<file path="src/rtl/alu_op_sequencer.sv">
// Multi-cycle sequencer: accepts one instruction at a time, drives an external ALU,
// regfile and load port, then writes the result back with a single-cycle strobe.
module alu_op_sequencer #(
    parameter int unsigned TIMEOUT = 16,
    parameter int unsigned TW      = 5
) (
    input  logic        clk,
    input  logic        rst_n,

    input  logic        instr_valid,
    output logic        instr_ready,
    input  logic [15:0] instr,

    output logic [3:0]  rf_ra0,
    output logic [3:0]  rf_ra1,
    input  logic [15:0] rf_rd0,
    input  logic [15:0] rf_rd1,

    output logic [2:0]  alu_op,
    output logic [15:0] alu_a,
    output logic [15:0] alu_b,
    input  logic [15:0] alu_y,

    output logic        mem_req,
    output logic [15:0] mem_addr,
    input  logic        mem_ack,
    input  logic [15:0] mem_rdata,

    output logic        wb_en,
    output logic [3:0]  wb_addr,
    output logic [15:0] wb_data,

    output logic        busy,
    output logic        err
);

    localparam logic [1:0] StIdle = 2'd0;
    localparam logic [1:0] StExec = 2'd1;
    localparam logic [1:0] StMem  = 2'd2;
    localparam logic [1:0] StWb   = 2'd3;

    localparam logic [3:0] OpLw   = 4'd5;
    localparam logic [2:0] AluAdd = 3'd0;

    // Value of the counter during the last permitted MEM cycle.
    localparam logic [TW-1:0] CntLast = TW'(TIMEOUT - 1);

    logic [1:0]    state_q, state_d;
    logic [15:0]   instr_q, instr_d;
    logic [15:0]   res_q, res_d;
    logic [TW-1:0] cnt_q, cnt_d;
    logic          err_q, err_d;

    logic [3:0]  op;
    logic [3:0]  rd;
    logic [3:0]  rs;
    logic [3:0]  rt;
    logic [15:0] imm_sext;
    logic        is_rtype;
    logic        is_load;
    logic        in_legal;

    assign op       = instr_q[15:12];
    assign rd       = instr_q[11:8];
    assign rs       = instr_q[7:4];
    assign rt       = instr_q[3:0];
    assign imm_sext = {{8{instr_q[7]}}, instr_q[7:0]};
    assign is_rtype = (op[3:2] == 2'b00);
    assign is_load  = (op == OpLw);
    assign in_legal = (instr[15:12] <= OpLw);

    always_comb begin
        state_d = state_q;
        instr_d = instr_q;
        res_d   = res_q;
        cnt_d   = cnt_q;
        err_d   = err_q;
        case (state_q)
            StIdle: begin
                if (instr_valid) begin
                    if (in_legal) begin
                        instr_d = instr;
                        state_d = StExec;
                    end else begin
                        err_d = 1'b1;
                    end
                end
            end
            StExec: begin
                res_d   = alu_y;
                cnt_d   = '0;
                state_d = is_load ? StMem : StWb;
            end
            StMem: begin
                cnt_d = cnt_q + 1'b1;
                // An ack in the final permitted cycle still completes the load.
                if (mem_ack) begin
                    res_d   = mem_rdata;
                    state_d = StWb;
                end else if (cnt_q == CntLast) begin
                    err_d   = 1'b1;
                    cnt_d   = '0;
                    state_d = StIdle;
                end
            end
            StWb: begin
                state_d = StIdle;
            end
            default: begin
                state_d = StIdle;
            end
        endcase
    end

    always_comb begin
        instr_ready = (state_q == StIdle);
        busy        = (state_q != StIdle);
        err         = err_q;
        rf_ra0      = '0;
        rf_ra1      = '0;
        alu_op      = '0;
        alu_a       = '0;
        alu_b       = '0;
        mem_req     = 1'b0;
        mem_addr    = '0;
        wb_en       = 1'b0;
        wb_addr     = '0;
        wb_data     = '0;
        case (state_q)
            StExec: begin
                if (is_rtype) begin
                    rf_ra0 = rs;
                    rf_ra1 = rt;
                    alu_a  = rf_rd0;
                    alu_b  = rf_rd1;
                    alu_op = op[2:0];
                end else begin
                    rf_ra0 = rd;
                    alu_a  = rf_rd0;
                    alu_b  = imm_sext;
                    alu_op = AluAdd;
                end
            end
            StMem: begin
                mem_req  = 1'b1;
                mem_addr = res_q;
            end
            StWb: begin
                wb_en   = 1'b1;
                wb_addr = rd;
                wb_data = res_q;
            end
            default: ;
        endcase
    end

    always_ff @(posedge clk) begin
        if (!rst_n) begin
            state_q <= StIdle;
            instr_q <= '0;
            res_q   <= '0;
            cnt_q   <= '0;
            err_q   <= 1'b0;
        end else begin
            state_q <= state_d;
            instr_q <= instr_d;
            res_q   <= res_d;
            cnt_q   <= cnt_d;
            err_q   <= err_d;
        end
    end

endmodule

</file>
<file path="config.mk">
export PLATFORM = sky130hd
export DESIGN_NAME = alu_op_sequencer
export DESIGN_NICKNAME = d
export VERILOG_FILES = /design/src/rtl/alu_op_sequencer.sv
export SDC_FILE = /design/constraint.sdc
export NUM_CORES = 1
export LEC_CHECK = 0
export BUFFER_PORTS_ARGS = -buffer_cell sky130_fd_sc_hd__buf_2
export CORE_ASPECT_RATIO = 0.5
export CORE_MARGIN = 4
export CORE_UTILIZATION = 25
export DETAILED_ROUTE_END_ITERATION = 7
export PLACE_DENSITY = 0.49
export SLEW_MARGIN = 20
export SYNTH_ARGS = -nofsm -noshare
export SYNTH_HDL_FRONTEND = slang
export SYNTH_SLANG_ARGS = --single-unit
</file>
<file path="constraint.sdc">
create_clock -name clk -period 2.1 [get_ports clk]
set_clock_uncertainty 0.15 [all_clocks]
set_input_delay 0.42 -clock clk [delete_from_list [all_inputs] [get_ports clk]]
set_output_delay 0.42 -clock clk [all_outputs]
set_load 0.01 [all_outputs]
</file>
---- After elaboration in Yosys (flattened, before gate mapping) ----
Cells that the tools add are included.
storage, ports and cells
  output and inout bits ................... 84
  word-level logic and storage cells ...... 58
  register bits ........................... 40
cells by class
  magnitude comparators ................... 1
  reduce and logical (&&, ||, !) cells .... 9
  equal/unequal tests ..................... 12
  $add $sub $neg .......................... 1
  multiplexer cells ....................... 30
operators with widths
  kind                 number
  $mux 16              6
  $pmux 16 s2          1
  $mux 4               5
  $mux 5               2
  $ne 2x2->1 const B   5
  $pmux 5 s2           1
  $mux 2               4
  $pmux 2 s4           1
  $mux 1               7
  $mux 3               2
  $reduce_and 3->1     2
  $reduce_bool 2->1    3
  $add 5x1->5 const B  1
  $eq 5x4->1 const B   1
  $reduce_and 5->1     1
  $eq 2x2->1 const B   2
  $eq 4x3->1 const B   1
  $le 4x3->1 const B   1
  $logic_not 2->1      2
  $ne 3x3->1 const B   1
  $eq 2x1->1 const B   1
  $ne 2x1->1 const B   1
  $pmux 1 s2           1
  $reduce_and 2->1     1

---- Depth between registers and ports, before layout ----
  word-level depth ........................ 4
  mapped depth ............................ 8

---- Worst setup path before layout ----
No wires, ideal clock.
  path type ............................... register to output
  start ................................... register state_q[0]
  end ..................................... output port mem_addr[10]
  path buffers ............................ 2
  slack ................................... 0.211 ns
  stages on the path, launching flop included .. 6
  arrival ................................. 1.319 ns
  cells stage by stage .................... dfxtp_1 inv_1 ha_1 buf_6 clkbuf_1 and2_1
on the way
  longest elaborated chain between the ends .. 2
ends and longest elaborated chain
  element                 RTL line  text
  from (decl)             48        logic [1:0] state_q, state_d;
  from (signal assigned)  159       state_q <= StIdle;
  from (signal assigned)  165       state_q <= state_d;
  $eq 2x2->1              129       case (state_q)
  $mux 16                 129
  to (decl)               25        output logic [15:0] mem_addr,
Every way passes these cells.

---- Worst setup path in the final report ----
  start ................................... register state_q[0]
  end ..................................... output port mem_addr[5]
The elaborated chain is that of the path after synthesis.

==> run_results.csv <==
group,metric,value,unit
cells_and_area,finalNetCount,567,
worst_setup_path,cp-start-kind,"flop",
place,dp_hpwl,6367,µm
worst_setup_path,end_kind,"output pin",
place,post-place-ws,184.9,ps
sta,worst_slack,66.88,ps
synth,ys_seq_elements,40,
synth,synth_top_cell_by_area,"dfxtp_1",
worst_setup_path,slowest_delay,390,ps
cells_and_area,syn_to_final_growth,43.36,%
synth,postSynthAreaPerCell,8.283,µm²
worst_setup_path,worstPathCellList,"inv_1 > ha_4 > buf_12 > and2_1 > buf_2",
floorplanning,die_h,80.36,µm
cts,cts_tree,"yes",
synth,synth_top_area_share,30.59,%
synth,yosysSeqAreaShare,30.59,%
cts,path_clk_slew,60,ps
cells_and_area,final_layout_size_suffix_gt1_share,47.28,%
cells_and_area,num-fill-cells,1081,
cells_and_area,seq_area,803.3,µm²
floorplanning,ioPinCount,168,
power,power.switching,1.550,mW
cells_and_area,multi_input_area,0.001635,mm²
sta,slew_headroom,66.22,%
floorplanning,die_x,152.7,µm
global_routing,grt_pass1_vias,2469,
detailed_routing,wl,8241,µm
detailed_routing,top_layer_used,"met4",
synth,ys_top_cells_by_area,"dfxtp_1 31%, and2_1 13%, nand2_1 8.0%",
cts,clkLatencyLatePin,280,ps
cts,postCtsHoldBufs,0,
detailed_routing,drtIter0Drc,83,
sta,fmax,491.9,MHz
sta,worst_pin_slew,506.6,ps
detailed_routing,dr_wl_met3,442,µm
place,gp_congestion,0.7674,
cts,clock_path_buffers,2,
cells_and_area,fin_util,36.73,%
synth,synth_compound_area_share,21.22,%
detailed_routing,wl_per_cell,13.33,µm
power,seq_power_share,29.1,%
power,ir_drop,0.4229,mV
detailed_routing,remaining_drc_errors,0,
synth,synth_fa_ha_area_share,2.390,%
sta,slew_viol_final,0,
worst_setup_path,required,1530,ps
worst_setup_path,path_class,"reg -> out",
global_routing,grt_pass1_wl,12690,µm
synth,synth_area,0.002618,mm²
worst_setup_path,worstPathArrival,1460,ps
cts,cts_htree_levels,2,
detailed_routing,dr_total_vias,2654,
detailed_routing,wl_met1,3841,µm
min_path,min_path_type,"in -> reg",
cts,clock-sinks,40,
detailed_routing,firstDrtPassIters,4,
floorplanning,num_rows,26,
power,power_leakage,1.868,nW
synth,ys_types,40,
global_routing,antenna_found_initial,0,
sta,tns,0,ps
cells_and_area,most-common-layout-cells,"166 x buf_2, 56 x nand2_1, 53 x and2_1",
global_routing,track_usage,12.69,%
detailed_routing,avgViaCountPerCell,4.294,
floorplanning,dieArea,0.01227,mm²
cells_and_area,diodes,0,
synth,synth_mux_area_share,6.692,%
worst_setup_path,cp_max_fo,15,
floorplanning,core,0.01021,mm²
sta,rsz0062_at_grt,"false",
place,portBuffers,166,
sta,setup_viol,0,
detailed_routing,drtAntennaViolNets,0,
floorplanning,initial_core_util,25.62,%
sta,period_share,96.82,%
cts,cts_buffers,5,
cells_and_area,final_common_cell,"buf_2",
synth,syn_nets,405,
synth,synth_warnings,0,
detailed_routing,dr_wl_met2,3899,µm
run,drv_cap,0,
global_routing,grt_start_max_net_pins,33,
synth,syn_inst,316,
global_routing,grt-ovfl-total,0,
power,power_frac_clock,18.7,%
synth,synth_top_family_by_area,"simple AND/OR/NAND/NOR gates",
cts,post_cts_buffers,0,
synth,synth_xor_area_share,0,%
sta,hold_viol_final,0,
sta,period_needed,2033,ps
power,comb_power_share,52.2,%
power,p_int,2.330,mW
power,sw_frac_of_total,39.94,%
synth,synthSimpleGateAreaFrac,30.78,%
status,status,"finished, final reports clean",
worst_setup_path,critPathSlowestCell,"dfxtp_2",
power,power-per-cell-area,1034,mW/mm²
cts,root_buffer,"clkbuf_16",
per-layer routing:
metal | up-vias | GRT usage [%]
met3 | 6 | 3.445
met2 | 67 | 21.54
met1 | 1198 | 16.31
li1 | 1383 | -
met4 | 0 | 2.667
met5 | - | 0
flip-flops by register name, indices dropped and copies added (netlist names):
register  cells
instr_q      16
res_q        16
cnt_q         5
state_q       2
err           1
kinds of logic after synthesis:
family          Yosys count
fa+ha+maj                 5
flops                    40
other cells               1
simple gates            152
mux                      17
compound gates           70
buf+inv                  31
power groups by stage:
| stage | combinational [mW] | clock [mW] | sequential (mW) |
|---|---|---|---|
| CTS | 2.02 | 0.757 | 1.13 |
| floorplan | 1.51 | 0 | 1.09 |
| detailed placement | 1.98 | 0 | 1.13 |
| global placement | 1.96 | 0 | 1.13 |
| global route | 2.23 | 0.799 | 1.17 |
| finish | 2.03 | 0.725 | 1.13 |
stage by stage:
stage | power (mW) | area [µm²] | cells | hold slack [ps]
2_1_floorplan | 2.601 | 2618 | 316 | 290.3
4_1_cts | 3.903 | 3717 | 617 | 214.6
3_3_place_gp | 3.084 | 3557 | 610 | 306.6
6_report | 3.880 | 3752 | 618 | 225.3
5_1_grt | 4.196 | 3752 | 618 | 218.5
3_5_place_dp | 3.108 | 3557 | 610 | 312.5
critical path, delay by kind of cell, from the launching register on:
kind	cells	cell delay, ps
buffers and inverters	3	390
and+or+nand+nor	1	160
DFF	1	390
adders and majority gates	1	230
layout make-up:
type                    instances  share of cell area, %
repair buffers                180                  26.18
clock inverters                 1                 0.1334
flip-flops and latches         40                  21.41
clock buffers                   6                  3.434
inverters                       6                 0.6002
well taps                     140                  4.668
multi-input cells             245                  43.58
Yosys cell counts:
cell type	number
a211oi_1	2
a211oi_2	14
a21boi_0	12
a21o_1	11
a21oi_1	20
a21oi_2	1
a221oi_1	1
a311oi_1	2
a31oi_1	1
and2_1	54
and3_1	9
buf_12	3
buf_2	6
buf_4	2
buf_6	3
buf_8	1
clkbuf_1	10
conb_1	1
dfxtp_1	40
ha_1	5
inv_1	5
inv_2	1
mux2_4	1
mux2i_1	16
nand2_1	56
nand2b_1	2
nand3_1	4
nand3_2	1
nand4bb_1	1
nor2_1	5
nor2_2	15
nor2b_1	1
nor3_1	1
o21a_1	1
o21ai_0	1
o21ai_1	1
o22ai_1	2
o31ai_4	1
or2_1	1
or3b_1	2
worst paths after layout:
path,start,to,slack (ps),cells after the start
worst max-delay path,state_q[0],mem_addr[5],70,5
worst min register to register,instr_q[13],instr_q[13],320,2
worst min-delay path,instr[5],instr_q[5],230,3
worst max register to register,state_q[0],res_q[0],310,5
repair_timing:
action                                  in CTS  in global routing
hold endpoints to repair                     0                  0
gates cloned                                 0                  1
endpoints found under the setup margin      33                 29
gates resized for setup                      9                  3
pin swaps                                    0                  1
(Power assumes the default switching activity.)
